$ cat src/rtl/display_link_pkg.sv
// Shared constants and types for the display link transmit framer.
// Clock-lane pulse codes, sideband bit layout and command word format.
package display_link_pkg;

    localparam int CMD_W = 12;
    localparam int SB_W  = 15;

    localparam int SB_CMD_LSB = 0;
    localparam int SB_PRESENT = 12;
    localparam int SB_SCL     = 13;
    localparam int SB_SDA     = 14;

    localparam logic [11:0] CODE_BASE = 12'h00F;
    localparam logic [11:0] CODE_SYNC = 12'hFFF;

    typedef struct packed {
        logic [3:0] addr;
        logic [7:0] data;
    } cmd_t;

    // Pulse of (4 + code) ones starting at the LSB.
    function automatic logic [11:0] clk_code(input logic [2:0] code);
        return (CODE_BASE << code) | ~(12'hFFF << code);
    endfunction

endpackage

$ cat src/rtl/display_cmd_fifo.sv
// Synchronous command FIFO, read data shown combinationally at the head.
// Latency: full/empty change the clock after push/pop; push when full is ignored unless popped the same clock.
module display_cmd_fifo #(
    parameter int DEPTH = 4,
    parameter int W     = 12
) (
    input  logic         c,
    input  logic         r_n,
    input  logic         push,
    input  logic [W-1:0] din,
    input  logic         pop,
    output logic [W-1:0] dout,
    output logic         empty,
    output logic         full
);
    localparam int AW = $clog2(DEPTH);

    logic [W-1:0]  mem [DEPTH];
    logic [AW-1:0] wr_ptr;
    logic [AW-1:0] rd_ptr;
    logic [AW:0]   count;
    logic          do_push;
    logic          do_pop;

    assign empty   = (count == '0);
    assign full    = (count == (AW+1)'(DEPTH));
    assign do_pop  = pop & ~empty;
    assign do_push = push & (~full | do_pop);
    assign dout    = mem[rd_ptr];

    always_ff @(posedge c) begin
        if (do_push) begin
            mem[wr_ptr] <= din;
        end
    end

    always_ff @(posedge c or negedge r_n) begin
        if (!r_n) begin
            wr_ptr <= '0;
            rd_ptr <= '0;
            count  <= '0;
        end else begin
            if (do_push) begin
                wr_ptr <= wr_ptr + 1'b1;
            end
            if (do_pop) begin
                rd_ptr <= rd_ptr + 1'b1;
            end
            case ({do_push, do_pop})
                2'b10:   count <= count + 1'b1;
                2'b01:   count <= count - 1'b1;
                default: count <= count;
            endcase
        end
    end

endmodule

$ cat src/rtl/display_link_tx.sv
// Host-to-display link framer: pixels on data lanes, sideband/flags as clock-lane pulse widths.
// Nibbles appear one clock after slot phase 0; pixel source is paced by pixel_ready, commands dropped (sticky flag) when full.
module display_link_tx
    import display_link_pkg::*;
#(
    parameter int PIXEL_W     = 16,
    parameter int LANES       = 1,
    parameter int SLOTS       = 25,
    parameter int PIXEL_SLOTS = 20,
    parameter int CMD_DEPTH   = 4
) (
    input  logic                 c,
    input  logic                 r_n,
    input  logic                 pixel_valid,
    input  logic [PIXEL_W-1:0]   pixel_data,
    input  logic                 pixel_first,
    output logic                 pixel_ready,
    input  logic                 blank,
    input  logic                 cmd_valid,
    input  logic [3:0]           cmd_addr,
    input  logic [7:0]           cmd_data,
    output logic                 cmd_full,
    output logic                 cmd_overflow,
    input  logic                 sda_t,
    input  logic                 scl_t,
    output logic [4*LANES-1:0]   data_nib,
    output logic [3:0]           clk_nib,
    output logic                 frame_start
);
    localparam int NIB_W     = 4 * LANES;
    localparam int SLOT_CLKS = PIXEL_W / NIB_W;
    localparam int SLOT_BW   = $clog2(SLOTS);
    localparam int PH_BW     = $clog2(SLOT_CLKS);

    logic [1:0]         rst_sync;
    logic               rst_n;

    logic [SLOT_BW-1:0] slot;
    logic [PH_BW-1:0]   phase;
    logic               last_phase;
    logic               last_slot;
    logic               slot_start;
    logic               frame_edge;
    logic               accept;

    logic [PIXEL_W-1:0] dsr;
    logic [11:0]        csr;
    logic [11:0]        clk_load;
    logic [2:0]         code;

    cmd_t               cmd_in;
    logic [CMD_W-1:0]   fifo_dout;
    logic               fifo_empty;
    logic               fifo_full;
    logic               fifo_pop;

    logic [SB_W-1:0]    sb_q;
    logic [SB_W-1:0]    sb_next;
    logic [15:0]        sb_bits;
    logic               sb_bit;

    // Reset asserts immediately, releases two clocks after r_n rises.
    always_ff @(posedge c or negedge r_n) begin
        if (!r_n) begin
            rst_sync <= '0;
        end else begin
            rst_sync <= {rst_sync[0], 1'b1};
        end
    end
    assign rst_n = rst_sync[1];

    assign last_phase = (phase == PH_BW'(SLOT_CLKS - 1));
    assign last_slot  = (slot == SLOT_BW'(SLOTS - 1));
    assign slot_start = (phase == '0);
    assign frame_edge = slot_start & (slot == '0);
    assign accept     = slot_start & pixel_valid & ~blank & (slot < SLOT_BW'(PIXEL_SLOTS));

    assign cmd_in   = '{addr: cmd_addr, data: cmd_data};
    assign fifo_pop = frame_edge & ~fifo_empty;
    assign cmd_full = fifo_full;

    display_cmd_fifo #(
        .DEPTH (CMD_DEPTH),
        .W     (CMD_W)
    ) u_cmd_fifo (
        .c     (c),
        .r_n   (rst_n),
        .push  (cmd_valid),
        .din   (cmd_in),
        .pop   (fifo_pop),
        .dout  (fifo_dout),
        .empty (fifo_empty),
        .full  (fifo_full)
    );

    always_comb begin
        sb_next = '0;
        sb_next[SB_SDA]     = sda_t;
        sb_next[SB_SCL]     = scl_t;
        sb_next[SB_PRESENT] = ~fifo_empty;
        if (!fifo_empty) begin
            sb_next[SB_CMD_LSB +: CMD_W] = fifo_dout;
        end
    end

    // Slot 0 is coded in the same clock the word is latched, so it uses the fresh value.
    assign sb_bits = {1'b0, sb_q};
    always_comb begin
        sb_bit = 1'b0;
        if (slot == '0) begin
            sb_bit = sb_next[0];
        end else if (slot < SLOT_BW'(SB_W)) begin
            sb_bit = sb_bits[slot[3:0]];
        end
    end

    always_comb begin
        code = 3'd0;
        if (sb_bit) begin
            code = 3'd3;
        end
        if (accept) begin
            code = code + (pixel_first ? 3'd2 : 3'd1);
        end
        clk_load = last_slot ? CODE_SYNC : clk_code(code);
    end

    always_ff @(posedge c or negedge rst_n) begin
        if (!rst_n) begin
            slot         <= '0;
            phase        <= '0;
            dsr          <= '0;
            csr          <= '0;
            sb_q         <= '0;
            pixel_ready  <= 1'b0;
            frame_start  <= 1'b0;
            cmd_overflow <= 1'b0;
        end else begin
            if (last_phase) begin
                phase <= '0;
                slot  <= last_slot ? '0 : slot + 1'b1;
            end else begin
                phase <= phase + 1'b1;
            end

            if (accept) begin
                dsr <= pixel_data;
            end else begin
                dsr <= dsr >> NIB_W;
            end

            if (slot_start) begin
                csr <= clk_load;
            end else begin
                csr <= csr >> 4;
            end

            if (frame_edge) begin
                sb_q <= sb_next;
            end

            if (cmd_valid & fifo_full & ~fifo_pop) begin
                cmd_overflow <= 1'b1;
            end

            pixel_ready <= accept;
            frame_start <= frame_edge;
        end
    end

    assign data_nib = dsr[NIB_W-1:0];
    assign clk_nib  = csr[3:0];

endmodule

$ cat config.mk
export PLATFORM = sky130hd
export DESIGN_NAME = display_link_tx
export DESIGN_NICKNAME = d
export VERILOG_FILES = /design/src/rtl/display_link_pkg.sv /design/src/rtl/display_cmd_fifo.sv /design/src/rtl/display_link_tx.sv
export SDC_FILE = /design/constraint.sdc
export NUM_CORES = 1
export LEC_CHECK = 0
export ABC_AREA = 1
export BUFFER_PORTS_ARGS = -buffer_cell sky130_fd_sc_hd__buf_2
export CORE_MARGIN = 2
export CORE_UTILIZATION = 44
export DETAILED_ROUTE_END_ITERATION = 10
export GPL_TIMING_DRIVEN = 0
export PLACE_DENSITY = 0.6
export SYNTH_ARGS = -nofsm -noshare
export SYNTH_HDL_FRONTEND = slang
export SYNTH_SLANG_ARGS = --single-unit
$ cat constraint.sdc
create_clock -name c -period 2.2 [get_ports c]
set_input_delay 0.44 -clock c [delete_from_list [all_inputs] [get_ports c]]
set_output_delay 0.44 -clock c [all_outputs]
set_load 0.01 [all_outputs]
==> run metrics, run 1 <==
RD Place Congestion=0.778; Detail Route Antenna Nets=0; largest family of logic cells by synthesized area=simple AND/OR/NAND/NOR gates; Synth area leader=dfrtp_1; Longest Clk Path Bufs=2; NumNets Final=~570; # diodes=0; synth top area cells=dfrtp_1 33%, edfxtp_1 31%, nand2_1 6.6%; Mapped Nets=approximately 490; Warnings, synthesis=0; Distinct cells, synth=37; starting density of the core=between 40% and 50%; Max VDD drop=approximately 400 uV; ys flop type=dfrtp_1; minimum clock period=2080 ps; # rows=37; Avg Inst Size Synth=10.6 sq um; Final Setup Violations=0; DR iter-0 viols=174; CTS tree=done; status=complete, no violations; post-synthesis compound-gate area fraction=8.21%; post-synthesis mux area share=0%; synthesis-to-layout area growth=20.7%; mapped cell area=4710 sq um; vias per cell=between 4 and 5; CP endpoint kind=register; crit path DAT=~2200 ps; DR pass1 iterations=4; synthesized flop and latch total=110; global-route wire length before repair=14200 um; Leakage=2.63 nW; top cell type's share of synthesized area=33.0%; routed via count=3143; clock skew=10.1 ps; post-synthesis sequential area ratio=63.6%; Final Hold Viols=0; most common library cells after synthesis=83 x nand2_1, 62 x dfrtp_1, 48 x edfxtp_1, 47 x nor2_1, 45 x inv_1; post-synthesis simple-gate area fraction=between 15 and 20%; overall die height=approximately 110 um; fmax=slightly below 500 MHz; ys async rst share=56.4%; core area=just over 10000 sq um; placed instance area=between 5000 and 6000 sq um; Mapped Cells=443; die area=11500 sq um; critical path launch point type=register; RSZ-0062 raised after global routing=yes; XOR/XNOR share of the synthesized area=~1.3%; dpl hpwl=5670 um; PD cells=808 nW/um^2; Post-synth EDFFs=48; clock root buffer=clkbuf_8; Slew Viols, Final=0; final worst path period share=94.6%; GRT Resource Usage Total=16.1%; largest net degree at the start of global routing=between 40 and 50; vias in the first global route=2994; Worst-Skew Late Latency=around 380 ps; total global routing overflow=0; Die W=107 um; WL/cell=13.1 um; Worst Setup Path Type=reg2reg; number of antenna violations at the first check in global routing=0; DRC=0; Hold Path Class=reg2async; CTS Sinks=110; Adder-Cell Fraction of Synth Area=3.35%; most common cell in the synthesized netlist=nand2_1; post-route cell area=5680 sq um; H-tree levels=3; register clock-pin slew on the reported worst setup and hold paths=110 ps; Num CTS Buffers=9; Non-Filler Instances=665; number of I/O pins=48; max cap viols=0; input/output buffers=between 40 and 50; max_slew headroom=63.4%; final wirelength=8730 um; Crit path required time=2300 ps; layout cells sized above 1=29.1%; Slew @ Worst Pin=between 500 and 600 ps; critical path peak fanout=11; Inst Count DP=627
-- area by class of cell --
type,count,area (sq um)
Sequential cell,110,3000
Timing Repair Buffer,72,483
Clock buffer,9,124
Clock inverter,7,83.8
Inverter,50,199
Multi-Input combinational cell,259,1500
Tap cell,136,170
Fill cell,946,4690
Buffer,22,123
-- routing by layer --
| metal | global-route usage (%) | wire length, um | part of all wire, % |
|---|---|---|---|
| met1 | 22.1 | 4070 | 47 |
| met2 | 26.0 | 4320 | 49 |
| met3 | 3.27 | 254 | 2.9 |
| met4 | 4.85 | 92 | 1.1 |
| met5 | 0 | 0 | 0 |
-- registers in the layout, summed over array words and instances (netlist names) --
signal,flops
u_cmd_fifo.mem,48
u_cmd_fifo.rd_ptr,2
u_cmd_fifo.wr_ptr,2
dsr,16
rst_sync,2
sb_q,15
pixel_ready,1
cmd_overflow,1
csr,12
u_cmd_fifo.count,3
phase,2
slot,5
frame_start,1
-- final timing paths --
| kind | start | to | slack [ps] | cells past startpoint |
|---|---|---|---|---|
| setup / recovery | slot[1] | u_cmd_fifo.mem[3][1] | 120 | 11 |
| hold reg to reg | rst_sync[1] | dsr[14] | 230 | 0 |
| min in group c | pixel_data[1] | dsr[1] | 260 | 3 |
| max in group asynchronous | rst_sync[1] | slot[1] | 1390 | 1 |
| hold / removal | rst_sync[1] | dsr[14] | 230 | 0 |
| setup reg to reg | slot[1] | u_cmd_fifo.mem[3][1] | 120 | 11 |
-- report_power, final --
| group | internal, mW | total (mW) | switching, mW |
|---|---|---|---|
| registers | 2.42 | 2.53 | 0.110 |
| clock network | 0.461 | 1.22 | 0.761 |
| logic | 0.346 | 0.840 | 0.494 |
| total | 3.22 | 4.59 | 1.36 |
-- placed cells by master (no fill, tap or decap), types with 8 or more instances in the layout --
master	synthesis	final
edfxtp_1	48	48
nor2_1	47	43
clkbuf_1	8	8
o21ai_0	41	41
buf_2	5	52
ha_1	11	8
nor2_4	4	9
o22ai_1	12	12
dfrtp_1	62	59
clkbuf_8	0	9
buf_4	9	27
inv_1	45	41
nand2_1	83	79
nand3_1	12	10
-- kinds of logic after synthesis --
| group | count (synthesis) |
|---|---|
| other | 1 |
| flip-flops | 110 |
| AND/OR/NAND/NOR | 172 |
| AO/OA/AOI/OAI | 68 |
| adder cells (fa/ha/maj) | 12 |
| buffers and inverters | 74 |
| XOR/XNOR | 6 |
-- repair_timing --
item / CTS / global route
buffers inserted: 17 / 6
endpoints found under the setup margin: 53 / 54
pin swaps: 9 / 16
hold buffers: 1 / 0
resized for setup: 20 / 18
hold endpoints to repair: 2 / 0
-- per-stage QoR --
| stage | power, mW | TNS [ps] | hold WS (ps) | setup slack [ps] | util (%) |
|---|---|---|---|---|---|
| after floorplan | 3.01 | -6550 | 144 | -136 | - |
| after global placement | 3.20 | -50090 | 225 | -676 | 49.3 |
| after detailed placement | 3.23 | -35030 | 227 | -738 | 49.5 |
| after CTS | 4.60 | -14.9 | 246 | -14.9 | 53.9 |
| after global routing | 4.84 | -176 | 248 | -71.9 | 54.8 |
| final | 4.59 | 0 | 228 | 119 | 54.8 |
-- critical path: stages, from the launching register on --
cell        delay [ps]
dfrtp_2            470
inv_4              130
ha_4               170
nand2_4             60
nor2_4             110
nand2_4             80
nand2_2             80
inv_2               40
nor2_4             120
clkinvlp_4         210
nor2_4             170
buf_12             150
Note: power is estimated with default switching activity, not from simulation.
==> run 2, diff against run 1 <==
==> constraint.sdc (replaced) <==
create_clock -name c -period 2 [get_ports c]
set_input_delay 0.4 -clock c [delete_from_list [all_inputs] [get_ports c]]
set_output_delay 0.4 -clock c [all_outputs]
set_load 0.01 [all_outputs]
==> run 2 against run 1 <==
The run now ends with setup timing left. Worst hold slack lost 17 ps. Sequential power grew 9.5%. Largest power group unchanged. Highest routed layer unchanged. Global-route usage grew 1.1 points. Critical path type unchanged. Critical endpoint is now u_cmd_fifo.count[2]. Setup slack lost 260 ps.
==> run metrics, run 2 (synthesized netlist as in run 1, its figures left out) <==
register clock-pin slew on the reported worst setup and hold paths=120 ps; CP endpoint kind=register; crit path DAT=2440 ps; largest net degree at the start of global routing=42; Detail Route Antenna Nets=0; max cap viols=0; Worst Setup Path Type=reg2reg; Leakage=2.67 nW; CTS tree=done; vias in the first global route=3183; status=finished, violations left; Top reg by flops=u_cmd_fifo.mem; logic gate share of total power=18.8%; NumNets Final=575; Max VDD drop=roughly 490 uV; minimum clock period=2140 ps; Final Hold Viols=0; synthesis-to-layout area growth=23.5%; DR pass1 iterations=4; total global routing overflow=0; Worst-Skew Late Latency=380 ps; fill count=roughly 920; final wirelength=8880 um; WHS Path Cells=3; vias per cell=4.76; GRT Resource Usage Total=17.2%; final worst setup slack=-142 ps; failing checks=setup timing; fmax=467 MHz; DR iter-0 viols=173; overall die height=107 um; Pint=3.57 mW; Setup WS pre-CTS=-377 ps; number of antenna violations at the first check in global routing=0; DRC=0; core area=10400 sq um; critical path launch point type=register; RSZ-0062 raised after global routing=yes; Die W=around 110 um; starting density of the core=45.4%; Hold Crit Start=pixel_data[3]; CTS Sinks=110; clock network power share=27.0%; R2R setup slack=-140 ps; Sw Pwr=1.54 mW; # rows=37; Final Setup Violations=53; max reg flops=48; Hold EP=dsr[3]; number of I/O pins=48; Switching Fraction=between 30% and 40%; Hold Path Class=in2reg; dpl hpwl=5690 um; routed via count=3178; Critical R2R Launch=slot[0]; Hold WS=211 ps; input/output buffers=47; sequential share of power=54.2%; clock root buffer=clkbuf_8; RD Place Congestion=0.774; WL/cell=about 13 um; RR Endpoint=u_cmd_fifo.count[2]; # diodes=0; layout cells sized above 1=a little under a third; final worst path period share=107%; Longest Clk Path Bufs=2; Slew @ Worst Pin=~530 ps; FF-to-FF path depth=15; most common cell after layout, fill and taps aside=nand2_1; critical path peak fanout=5; H-tree levels=3; die area=11500 sq um; Slew Viols, Final=0; Crit path required time=2300 ps; max_slew headroom=64.9%; clock skew=approximately 16 ps; commonest cells after routing, fill and taps aside=77 x nand2_1, 59 x dfrtp_1, 52 x buf_2; Regs by FF count=u_cmd_fifo.mem: 48 flops, dsr: 16 flops, sb_q: 15 flops; Num CTS Buffers=9; global-route wire length before repair=15200 um; PD cells=880 nW/um^2
## run 2: changes by cell type in the layout (fill, tap and decap cells not counted), sizes merged
cell / delta
inv: +2
clkinv: -2
buf: +3
## run 2: through the flow
| step | utilization, % | TNS, ps | instance area, sq um | instances | power [mW] |
|---|---|---|---|---|---|
| 3_5_place_dp | 50.2 | -18720 | 5210 | 627 | 3.63 |
| 2_1_floorplan | - | -685 | 4780 | 443 | 3.37 |
| 4_1_cts | 55.3 | -1080 | 5740 | 663 | 5.14 |
| 6_report | 56.1 | -5370 | 5820 | 668 | 5.12 |
| 3_3_place_gp | 50.0 | -51320 | 5190 | 626 | 3.59 |
| 5_1_grt | 56.1 | -11210 | 5820 | 668 | 5.41 |
## run 2: layout make-up
type | count | area [sq um] | share of cell area (%)
Inverter | 50 | 206 | 3.55
Multi-Input combinational cell | 259 | 1550 | 26.6
Sequential cell | 110 | 3000 | 51.5
Timing Repair Buffer | 74 | 547 | 9.40
Tap cell | 136 | 170 | 2.93
Buffer | 23 | 138 | 2.37
Clock buffer | 9 | 124 | 2.13
Clock inverter | 7 | 86.3 | 1.48
## run 2: worst max path at each step
stage / from / endpoint / slack [ps] / depth (start not counted)
floorplan: slot[0] / u_cmd_fifo.count[2] / -180 / 15
global placement: rst_sync[1] / sb_q[14] / -570 / 0
detailed placement: slot[1] / u_cmd_fifo.count[2] / -380 / 14
CTS: slot[0] / u_cmd_fifo.count[2] / -170 / 16
global route: slot[0] / u_cmd_fifo.count[2] / -300 / 15
finish: slot[0] / u_cmd_fifo.count[2] / -140 / 15
## run 2: metal layers
layer	vias up	global-route usage (%)	wire length (um)
met5	-	0	0
met4	0	6.41	122
met3	10	2.78	258
met2	43	27.2	4350
met1	1527	23.9	4150
li1	1598	-	-
## run 2: power groups by stage
stage               sequential [mW]  clock [mW]  combinational [mW]
global route                   2.80        1.51                1.10
CTS                            2.78        1.42               0.945
detailed placement             2.82           0               0.803
global placement               2.83           0               0.753
finish                         2.77        1.38               0.961
floorplan                      2.81           0               0.557
## run 2: critical path, cell delays in order (launching register included)
cell and delay, ps:
dfrtp_2 470, inv_8 70, buf_8 100, ha_4 140
nand2_4 60, nor2_4 140, nand2_4 80, nor2_4 140
inv_4 50, nor2_4 90, inv_2 50, fa_2 330
inv_2 80, nand2_2 50, o21ai_2 50, xor2_1 160
## run 2: what timing repair did
item                                   in CTS  in global routing
pin swaps                                  21                 12
hold buffers                                1                  0
endpoints found under the hold margin       2                  0
setup endpoints to repair                  56                 69
buffers inserted                           18                  6
resized for setup                          24                 13
cloned                                      1                  0
==> run 3, diff against run 2 <==
--- a/config.mk
+++ b/config.mk
@@ -12,6 +12,7 @@
 export DETAILED_ROUTE_END_ITERATION = 10
 export GPL_TIMING_DRIVEN = 0
 export PLACE_DENSITY = 0.6
+export RECOVER_POWER = 25
 export SYNTH_ARGS = -nofsm -noshare
 export SYNTH_HDL_FRONTEND = slang
 export SYNTH_SLANG_ARGS = --single-unit
==> run 3 against run 2 <==
The flow still finishes with violations (setup timing). Via count barely moved. Largest power group unchanged. Highest routed layer unchanged. Sequential share of layout area rose by 0.12 points. Sequential power hardly changed. Count of clock-buffer cells in the layout is the same. Utilization down 0.13 points. Routed wire length rose by 0.14%. Die area is the same. Sequential cell count stayed put. First-iteration DRC count increased by 14%. Cell area decreased by 0.24%. Total power hardly changed.
==> run metrics, run 3 (synthesized netlist as in run 1, its figures left out) <==
status=finished, violations left; failing checks=setup timing; final worst path period share=107%; Num CTS Buffers=9; starting density of the core=45.4%; WL/cell=13.3 um; commonest cells after routing, fill and taps aside=77 x nand2_1, 59 x dfrtp_1, 48 x edfxtp_1; global-route wire length before repair=15200 um; routed via count=3177; largest net degree at the start of global routing=42; dpl hpwl=5690 um; Regs by FF count=u_cmd_fifo.mem: 48 flops, dsr: 16 flops, sb_q: 15 flops; most common cell after layout, fill and taps aside=nand2_1; Final Hold Viols=0; RD Place Congestion=0.774; vias per cell=roughly 4.8; fmax=467 MHz; register clock-pin slew on the reported worst setup and hold paths=roughly 120 ps; clock root buffer=clkbuf_8; max reg flops=48; final worst setup slack=-141 ps; Setup WS pre-CTS=-377 ps; DR pass1 iterations=4; Longest Clk Path Bufs=2; Detail Route Antenna Nets=0; Top reg by flops=u_cmd_fifo.mem; NumNets Final=about 580; setup TNS=-5370 ps; GRT Resource Usage Total=17.2%; total global routing overflow=0; H-tree levels=3; synthesis-to-layout area growth=23.2%; max_slew headroom=64.4%; Worst Setup Path Type=reg2reg; number of I/O pins=between 40 and 50; critical path launch point type=register; minimum clock period=2140 ps; Die W=around 110 um; crit path DAT=between 2000 and 2500 ps; Slew @ Worst Pin=approximately 530 ps; overall die height=approximately 110 um; number of antenna violations at the first check in global routing=0; Leakage=2.64 nW; vias in the first global route=3183; DRC=0; # rows=37; CTS tree=done; Final Setup Violations=53; core area=between 10000 and 15000 sq um; final wirelength=around 8900 um; max cap viols=0; PD cells=approximately 900 nW/um^2; DR iter-0 viols=197; input/output buffers=47; CP endpoint kind=register; Hold Path Class=in2reg; Core Util, Final=55.9%; critical path peak fanout=5; die area=roughly 12000 sq um; layout cells sized above 1=about 29%; # diodes=0; placed instance area=5210 sq um; Crit path required time=2300 ps; clock skew=around 16 ps; R2R setup slack=-140 ps; post-route cell area=5800 sq um; Max VDD drop=486 uV; Worst-Skew Late Latency=380 ps; Slew Viols, Final=0; RSZ-0062 raised after global routing=yes; CTS Sinks=110
run 3: final timing paths:
kind,endpoint,cells after the start,startpoint
min,dsr[3],3,pixel_data[3]
max,u_cmd_fifo.count[2],15,slot[0]
max in group asynchronous,slot[1],1,rst_sync[1]
max reg2reg,u_cmd_fifo.count[2],15,slot[0]
min in group asynchronous,dsr[3],0,rst_sync[1]
min reg2reg,dsr[3],0,rst_sync[1]
run 3: metrics by stage:
stage	power, mW	std cells	hold WS (ps)
5_1_grt	5.41	668	212
3_3_place_gp	3.59	626	186
2_1_floorplan	3.37	443	104
3_5_place_dp	3.63	627	190
4_1_cts	5.14	663	197
6_report	5.11	668	211
run 3: metal layers:
metal | GRT usage (%) | part of all wire, % | up-vias
met3 | 2.78 | 2.5 | 11
met2 | 27.2 | 49 | 47
met5 | 0 | 0 | -
li1 | - | - | 1596
met4 | 6.41 | 1.3 | 0
met1 | 23.9 | 47 | 1523
run 3: cell type report:
| class | instances | area, sq um |
|---|---|---|
| buffer | 23 | 138 |
| multi-input combinational | 259 | 1550 |
| inverter | 50 | 206 |
| tap | 136 | 170 |
| sequential | 110 | 3000 |
| clock inverter | 7 | 86.3 |
| timing repair buffer | 74 | 533 |
| fill | 928 | 4570 |
| clock buffer | 9 | 124 |
run 3: repair_timing:
action                                 CTS  global route
hold buffers                             1             0
pin swaps                               21            12
resized for setup                       24            13
endpoints found under the hold margin    2             0
setup endpoints to repair               56            69
setup buffers                           18             6
cloned                                   1             0
run 3: worst max-delay path: stages, from the launching register on:
cell	delay, ps
dfrtp_2	470
inv_8	70
buf_8	100
ha_4	140
nand2_4	60
nor2_4	140
nand2_4	80
nor2_4	140
inv_4	50
nor2_4	90
inv_2	50
fa_2	330
inv_2	80
nand2_2	50
o21ai_2	50
xor2_1	160
run 3: where the power goes:
group / internal [mW] / switching (mW) / total, mW
Combinational: 0.397 / 0.563 / 0.960
Clock: 0.514 / 0.868 / 1.38
Sequential: 2.66 / 0.112 / 2.77
Total: 3.57 / 1.54 / 5.11
